<file path="src/rtl/uart_defs.sv">
// Shared UART definitions used by both the transmit and receive paths.
package uart_defs;

    // System clocks per bit for 115200 baud from the 144 MHz clock.
    localparam int unsigned UART_CLOCKS_PER_BIT_115200 = 32'd1250;

    // Payload bits per frame (8N1).
    localparam int unsigned UART_DATA_BITS = 32'd8;

    // Line state machine encoding.
    typedef enum logic [1:0] {
        UART_IDLE  = 2'd0,
        UART_START = 2'd1,
        UART_DATA  = 2'd2,
        UART_STOP  = 2'd3
    } uart_state_e;

endpackage

</file>
<file path="src/rtl/uart_bit_timer.sv">
// Bit period timer: counts 0..CLOCKS_PER_BIT-1 and flags the last cycle of
// every bit period. A restart realigns the period to the current cycle so a
// new frame always starts with a full-length start bit.
module uart_bit_timer #(
    parameter int unsigned CLOCKS_PER_BIT = 32'd1250
) (
    input  logic clock_144mhz,
    input  logic reset_n,
    input  logic restart,
    output logic bit_tick
);

    localparam int unsigned CNT_W = $clog2(CLOCKS_PER_BIT);
    localparam logic [CNT_W-1:0] LAST_COUNT = CNT_W'(CLOCKS_PER_BIT - 32'd1);

    logic [CNT_W-1:0] count_r;
    logic [CNT_W-1:0] count_next_s;
    logic             bit_tick_r;

    // Next count: clear on restart, wrap after the last cycle of a bit.
    always_comb begin
        count_next_s = count_r;
        if (restart) begin
            count_next_s = '0;
        end else if (count_r == LAST_COUNT) begin
            count_next_s = '0;
        end else begin
            count_next_s = count_r + CNT_W'(1);
        end
    end

    // Counter and tick registers; the tick is high exactly while the
    // counter sits on its final value, so it lasts one cycle per bit.
    always_ff @(posedge clock_144mhz or negedge reset_n) begin
        if (!reset_n) begin
            count_r    <= '0;
            bit_tick_r <= 1'b0;
        end else begin
            count_r    <= count_next_s;
            bit_tick_r <= (count_next_s == LAST_COUNT);
        end
    end

    assign bit_tick = bit_tick_r;

endmodule

</file>
<file path="src/rtl/uart_transmitter.sv">
// 8N1 UART transmitter. A one-byte holding register decouples the producer
// handshake from the line so the next byte can be queued during a frame and
// sent with no idle gap after the final stop bit.
module uart_transmitter
    import uart_defs::*;
#(
    parameter int unsigned CLOCKS_PER_BIT = UART_CLOCKS_PER_BIT_115200,
    parameter int unsigned STOP_BITS      = 32'd1
) (
    input  logic       clock_144mhz,
    input  logic       reset_n,
    input  logic [7:0] data,
    input  logic       data_valid,
    output logic       data_ready,
    output logic       uart_tx,
    output logic       busy
);

    localparam logic [2:0] LAST_DATA_IDX = 3'(UART_DATA_BITS - 32'd1);
    localparam logic [2:0] LAST_STOP_IDX = 3'(STOP_BITS - 32'd1);

    uart_state_e state_r;
    logic [7:0]  shift_r;
    logic [7:0]  hold_r;
    logic        hold_full_r;
    logic [2:0]  bit_idx_r;
    logic        uart_tx_r;
    logic        data_ready_r;
    logic        busy_r;

    logic        bit_tick_s;
    logic        handshake_s;
    logic        stop_end_s;
    logic        load_s;
    logic        hold_full_next_s;
    logic        busy_next_s;

    // Frame events and next-cycle values of the handshake/status flags.
    always_comb begin
        handshake_s = data_valid && data_ready_r;
        stop_end_s  = (state_r == UART_STOP) && bit_tick_s &&
                      (bit_idx_r == LAST_STOP_IDX);
        // A queued byte moves to the shifter either from idle or straight
        // out of the last stop bit, which gives back-to-back frames.
        load_s      = hold_full_r && ((state_r == UART_IDLE) || stop_end_s);
        if (load_s) begin
            hold_full_next_s = 1'b0;
        end else if (handshake_s) begin
            hold_full_next_s = 1'b1;
        end else begin
            hold_full_next_s = hold_full_r;
        end
        busy_next_s = hold_full_next_s || load_s ||
                      ((state_r != UART_IDLE) && !stop_end_s);
    end

    uart_bit_timer #(
        .CLOCKS_PER_BIT (CLOCKS_PER_BIT)
    ) u_bit_timer (
        .clock_144mhz (clock_144mhz),
        .reset_n      (reset_n),
        .restart      (load_s),
        .bit_tick     (bit_tick_s)
    );

    // Holding register: loaded on handshake, emptied when copied out.
    always_ff @(posedge clock_144mhz or negedge reset_n) begin
        if (!reset_n) begin
            hold_r      <= 8'h00;
            hold_full_r <= 1'b0;
        end else begin
            if (handshake_s) begin
                hold_r <= data;
            end else begin
                hold_r <= hold_r;
            end
            hold_full_r <= hold_full_next_s;
        end
    end

    // Line FSM with shift register, bit index and registered outputs.
    always_ff @(posedge clock_144mhz or negedge reset_n) begin
        if (!reset_n) begin
            state_r      <= UART_IDLE;
            shift_r      <= 8'h00;
            bit_idx_r    <= 3'd0;
            uart_tx_r    <= 1'b1;
            data_ready_r <= 1'b1;
            busy_r       <= 1'b0;
        end else begin
            // Ready mirrors an empty holding register one cycle later, so
            // a handshake can never coincide with a transfer out of it.
            data_ready_r <= !hold_full_next_s;
            busy_r       <= busy_next_s;
            case (state_r)
                UART_IDLE: begin
                    bit_idx_r <= 3'd0;
                    if (load_s) begin
                        shift_r   <= hold_r;
                        state_r   <= UART_START;
                        uart_tx_r <= 1'b0;
                    end else begin
                        uart_tx_r <= 1'b1;
                    end
                end
                UART_START: begin
                    if (bit_tick_s) begin
                        state_r   <= UART_DATA;
                        bit_idx_r <= 3'd0;
                        uart_tx_r <= shift_r[0];
                    end else begin
                        uart_tx_r <= 1'b0;
                    end
                end
                UART_DATA: begin
                    if (bit_tick_s) begin
                        if (bit_idx_r == LAST_DATA_IDX) begin
                            state_r   <= UART_STOP;
                            bit_idx_r <= 3'd0;
                            uart_tx_r <= 1'b1;
                        end else begin
                            // Present the next bit while the shifter
                            // advances, keeping the line registered.
                            shift_r   <= shift_r >> 1;
                            bit_idx_r <= bit_idx_r + 3'd1;
                            uart_tx_r <= shift_r[1];
                        end
                    end else begin
                        uart_tx_r <= shift_r[0];
                    end
                end
                UART_STOP: begin
                    if (stop_end_s) begin
                        bit_idx_r <= 3'd0;
                        if (load_s) begin
                            shift_r   <= hold_r;
                            state_r   <= UART_START;
                            uart_tx_r <= 1'b0;
                        end else begin
                            state_r   <= UART_IDLE;
                            uart_tx_r <= 1'b1;
                        end
                    end else if (bit_tick_s) begin
                        bit_idx_r <= bit_idx_r + 3'd1;
                        uart_tx_r <= 1'b1;
                    end else begin
                        uart_tx_r <= 1'b1;
                    end
                end
                default: begin
                    state_r   <= UART_IDLE;
                    bit_idx_r <= 3'd0;
                    uart_tx_r <= 1'b1;
                end
            endcase
        end
    end

    assign data_ready = data_ready_r;
    assign uart_tx    = uart_tx_r;
    assign busy       = busy_r;

endmodule

</file>
<file path="config.mk">
export PLATFORM = sky130hd
export DESIGN_NAME = uart_transmitter
export DESIGN_NICKNAME = d
export VERILOG_FILES = /design/src/rtl/uart_defs.sv /design/src/rtl/uart_bit_timer.sv /design/src/rtl/uart_transmitter.sv
export SDC_FILE = /design/constraint.sdc
export NUM_CORES = 1
export LEC_CHECK = 0
export CORE_AREA = 2 2 79 81
export CTS_CLUSTER_DIAMETER = 120
export CTS_CLUSTER_SIZE = 14
export DETAILED_ROUTE_END_ITERATION = 7
export DIE_AREA = 0 0 81 83
export SKIP_LAST_GASP = 1
export SYNTH_ARGS = -nofsm -noshare
export SYNTH_HDL_FRONTEND = slang
export SYNTH_HIERARCHICAL = 1
export SYNTH_SLANG_ARGS = --single-unit
</file>
<file path="constraint.sdc">
create_clock -name clock_144mhz -period 3.05 [get_ports clock_144mhz]
set_input_delay 0.61 -clock clock_144mhz [delete_from_list [all_inputs] [get_ports clock_144mhz]]
set_output_delay 0.61 -clock clock_144mhz [all_outputs]
set_load 0.02 [all_outputs]
</file>
==> impl_metrics.py <==
metrics = {
    "outcome": {
        "run_status": "finished, final reports clean",
    },
    "synth": {
        "yosysSeqAreaShare": 0.465,
        "postSynth.topFlopCell": "dfrtp_1",
        "synthesis.nets": 200,
        "ys_warn_count": 6,
        "synth_cell_type_count": 47,
        "synth_top_cell_area_share": 0.438,
        "synth.largest_area_cell": "dfrtp_1",
        "synthesized_area_per_cell_um2": 11.1,
        "post_synthesis_register_bit_count": 37,
        "yosys-top-cells-area": "dfrtp_1 44%, mux2_2 9.0%, ha_1 5.6%",
        "synth_area_um2": 2000,
        "count_of_flip_flops_with_a_built_in_enable_after_synthesis": 0,
        "postSynthCellCount": 180,
        "postSynth.asyncResetShare": 1.00,
    },
    "sta": {
        "tns_ps": 0,
        "period_minus_slack_ps": 2360,
        "maxClockFrequency_mhz": 423,
        "report.final.setup_viol": 0,
        "worst_max_slew_margin_expressed_relative_to_the_limit": 0.470,
        "hold_slack_ps": 399,
        "finalCritPeriodShare": 0.775,
        "worst_clock_skew_ps": 8.83,
        "rsz0062_at_grt": "false",
        "final_max_slew_viol_count": 0,
        "tightest_slew_ps": 795,
        "finalHoldViolCount": 0,
    },
    "finish": {
        "antennaDiodeCount": 0,
        "final_layout_size_suffix_gt1_frac": 0.222,
        "area_growth_pct": 14.4,
        "nNetsFinal": 213,
        "final_cell_area_um2": 2290,
    },
    "setup_path": {
        "cp_max_fo": 18,
        "crit_path_end_kind": "register",
        "data_arrival_time_of_the_worst_path_ps": 2550,
        "setup.worst_path.class": "reg -> reg",
        "startpoint_type": "register",
        "required_ps": 3230,
        "r2r.worst_path.cells": 6,
    },
    "grt": {
        "gr-usage-met2": 0.166,
        "antenna_found_initial": 0,
        "grt_pass1_wl_mm": 5.94,
        "grt_use_met3": 0.0326,
        "grt_start_max_net_pins": 38,
        "first_global_vias": 1256,
        "gr-total-overflow": 0,
        "gr-usage-met1": 0.157,
        "top_usage_layer": "met2",
        "track_usage": 0.113,
    },
    "drt": {
        "wire_per_inst_um": 12.3,
        "drt_first_iter_violations": 62,
        "via_count": 1315,
        "drt_pass1_iterations": 4,
        "wl_mm": 3.31,
        "drc_errors": 0,
        "ant_nets": 0,
        "drt-vias-per-instance": 4.89,
    },
    "floorplanning": {
        "io_pins": 14,
        "floorplan.core_area_um2": 5820,
        "design.die.area_um2": 6720,
        "num_rows": 28,
        "floorplan.die.height_um": 83,
        "die-width_um": 81,
        "initial_cell_density_of_the_core": 0.344,
    },
    "power_and_ir_drop": {
        "sum_of_internal_switching_and_leakage_power_w": 0.00117,
        "leakage_nw": 0.974,
        "power_per_cell_area_nw_per_um2": 512,
        "peakVddDrop_v": 0.000234,
    },
    "place": {
        "post_dp_cell_area_um2": 2170,
        "dp.final_hpwl_mm": 2.39,
        "port-buffer-count": 13,
        "globalplace.congestion": 0.793,
    },
    "clock_tree": {
        "cts_root_buf": "clkbuf_8",
        "cts.sinks": 37,
        "hold_buffers": 0,
        "cts_post_setup_buffers_inserted": 0,
        "numCtsBuffers": 5,
        "insertion_delay_ps": 290,
        "tritoncts_clock_tree": "done",
        "cts.htree.levels": 2,
        "max-clock-path-buffers": 2,
        "ctsResizeCount": 0,
        "clkTransAtPathRegs_ps": 80,
    },
    "run": {
        "timing.max_cap.violations": 0,
    },
    "min_path": {
        "holdCritPathClass": "in -> async",
    },
}
[routing by layer]
metal	wire length [um]	part of all wire	vias to the layer above
li1	-	-	655
met1	1620	0.49	638
met2	1520	0.46	15
met3	109	0.033	7
met4	59	0.018	0
met5	0	0	-
[state kept, by name, summed over array words and instances, names as in the netlist]
register and flops:
bit_idx_r 3, busy 1, data_ready 1, hold_full_r 1, hold_r 8, shift_r 8, state_r 2, u_bit_timer/bit_tick 1
u_bit_timer/count_r 11, uart_tx 1
[cell families after synthesis]
family,count (synthesis),share of synthesized area
AND/OR/NAND/NOR,56,0.155
multiplexers,24,0.148
buffers and inverters,19,0.0457
XOR/XNOR,7,0.0307
flip-flops,37,0.465
AO/OA/AOI/OAI,28,0.0996
adder cells (fa/ha/maj),9,0.0564
[critical path, stage by stage (launching register included)]
cell and delay, ps:
dfrtp_1 420, inv_1 110, ha_1 590, nor2_1 110, o2bb2ai_1 140, or3_1 520, mux2_4 370
[path summary, 6_finish.rpt]
check | startpoint | end | slack, ps
setup reg to reg | state_r[0] | shift_r[0] | 690
min in group clock_144mhz | hold_r[6] | hold_r[6] | 510
hold / removal | reset_n | bit_idx_r[0] | 400
max in group asynchronous | reset_n | u_bit_timer/count_r[7] | 2140
hold reg to reg | hold_r[6] | hold_r[6] | 510
setup / recovery | state_r[0] | shift_r[0] | 690
[cell usage after synthesis, types with 3 or more instances]
master	count
dfrtp_1	35
mux2_2	16
nor2_1	15
inv_1	12
nand2_1	10
ha_1	9
mux2_4	7
nand3_1	7
o21ai_0	7
xnor2_1	5
nor3_1	4
a21o_1	3
a21oi_1	3
[report_power, final]
part	leakage [nW]	total, W	switching (W)	internal [W]
logic	0.453	0.000155	0.0000533	0.000101
clock network	0.0543	0.000426	0.000181	0.000245
registers	0.467	0.000591	0.0000371	0.000553
total	0.974	0.00117	0.000272	0.000899
[cell type report]
cell class / count / area (um^2)
Clock inverter: 3 / 46.3
Sequential cell: 37 / 928
Multi-Input combinational cell: 124 / 978
Fill cell: 588 / 3530
Inverter: 12 / 45.0
Timing Repair Buffer: 13 / 125
Clock buffer: 5 / 68.8
Tap cell: 75 / 93.8
[placed cells by master (no fill, tap or decap), types with 2 or more instances in the layout]
| cell | n |
|---|---|
| a21o_1 | 3 |
| a21oi_1 | 3 |
| and2b_1 | 2 |
| clkbuf_8 | 5 |
| clkdlybuf4s50_1 | 12 |
| dfrtp_1 | 35 |
| dfstp_2 | 2 |
| ha_1 | 9 |
| inv_1 | 12 |
| mux2_2 | 16 |
| mux2_4 | 7 |
| nand2_1 | 10 |
| nand2b_1 | 2 |
| nand3_1 | 7 |
| nand3b_1 | 2 |
| nor2_1 | 15 |
| nor2b_1 | 2 |
| nor3_1 | 4 |
| nor4_2 | 2 |
| o21a_1 | 2 |
| o21ai_0 | 7 |
| o21ba_2 | 2 |
| o22ai_1 | 2 |
| o311ai_0 | 2 |
| xnor2_1 | 5 |
| xor2_1 | 2 |
[metrics by stage]
stage               std cells  setup slack, ps  utilization
floorplan                 180             1180            -
global placement          261              731        0.373
detailed placement        261              671        0.373
CTS                       269              665        0.393
global route              269              508        0.393
finish                    269              686        0.393
(Power assumes the default switching activity.)
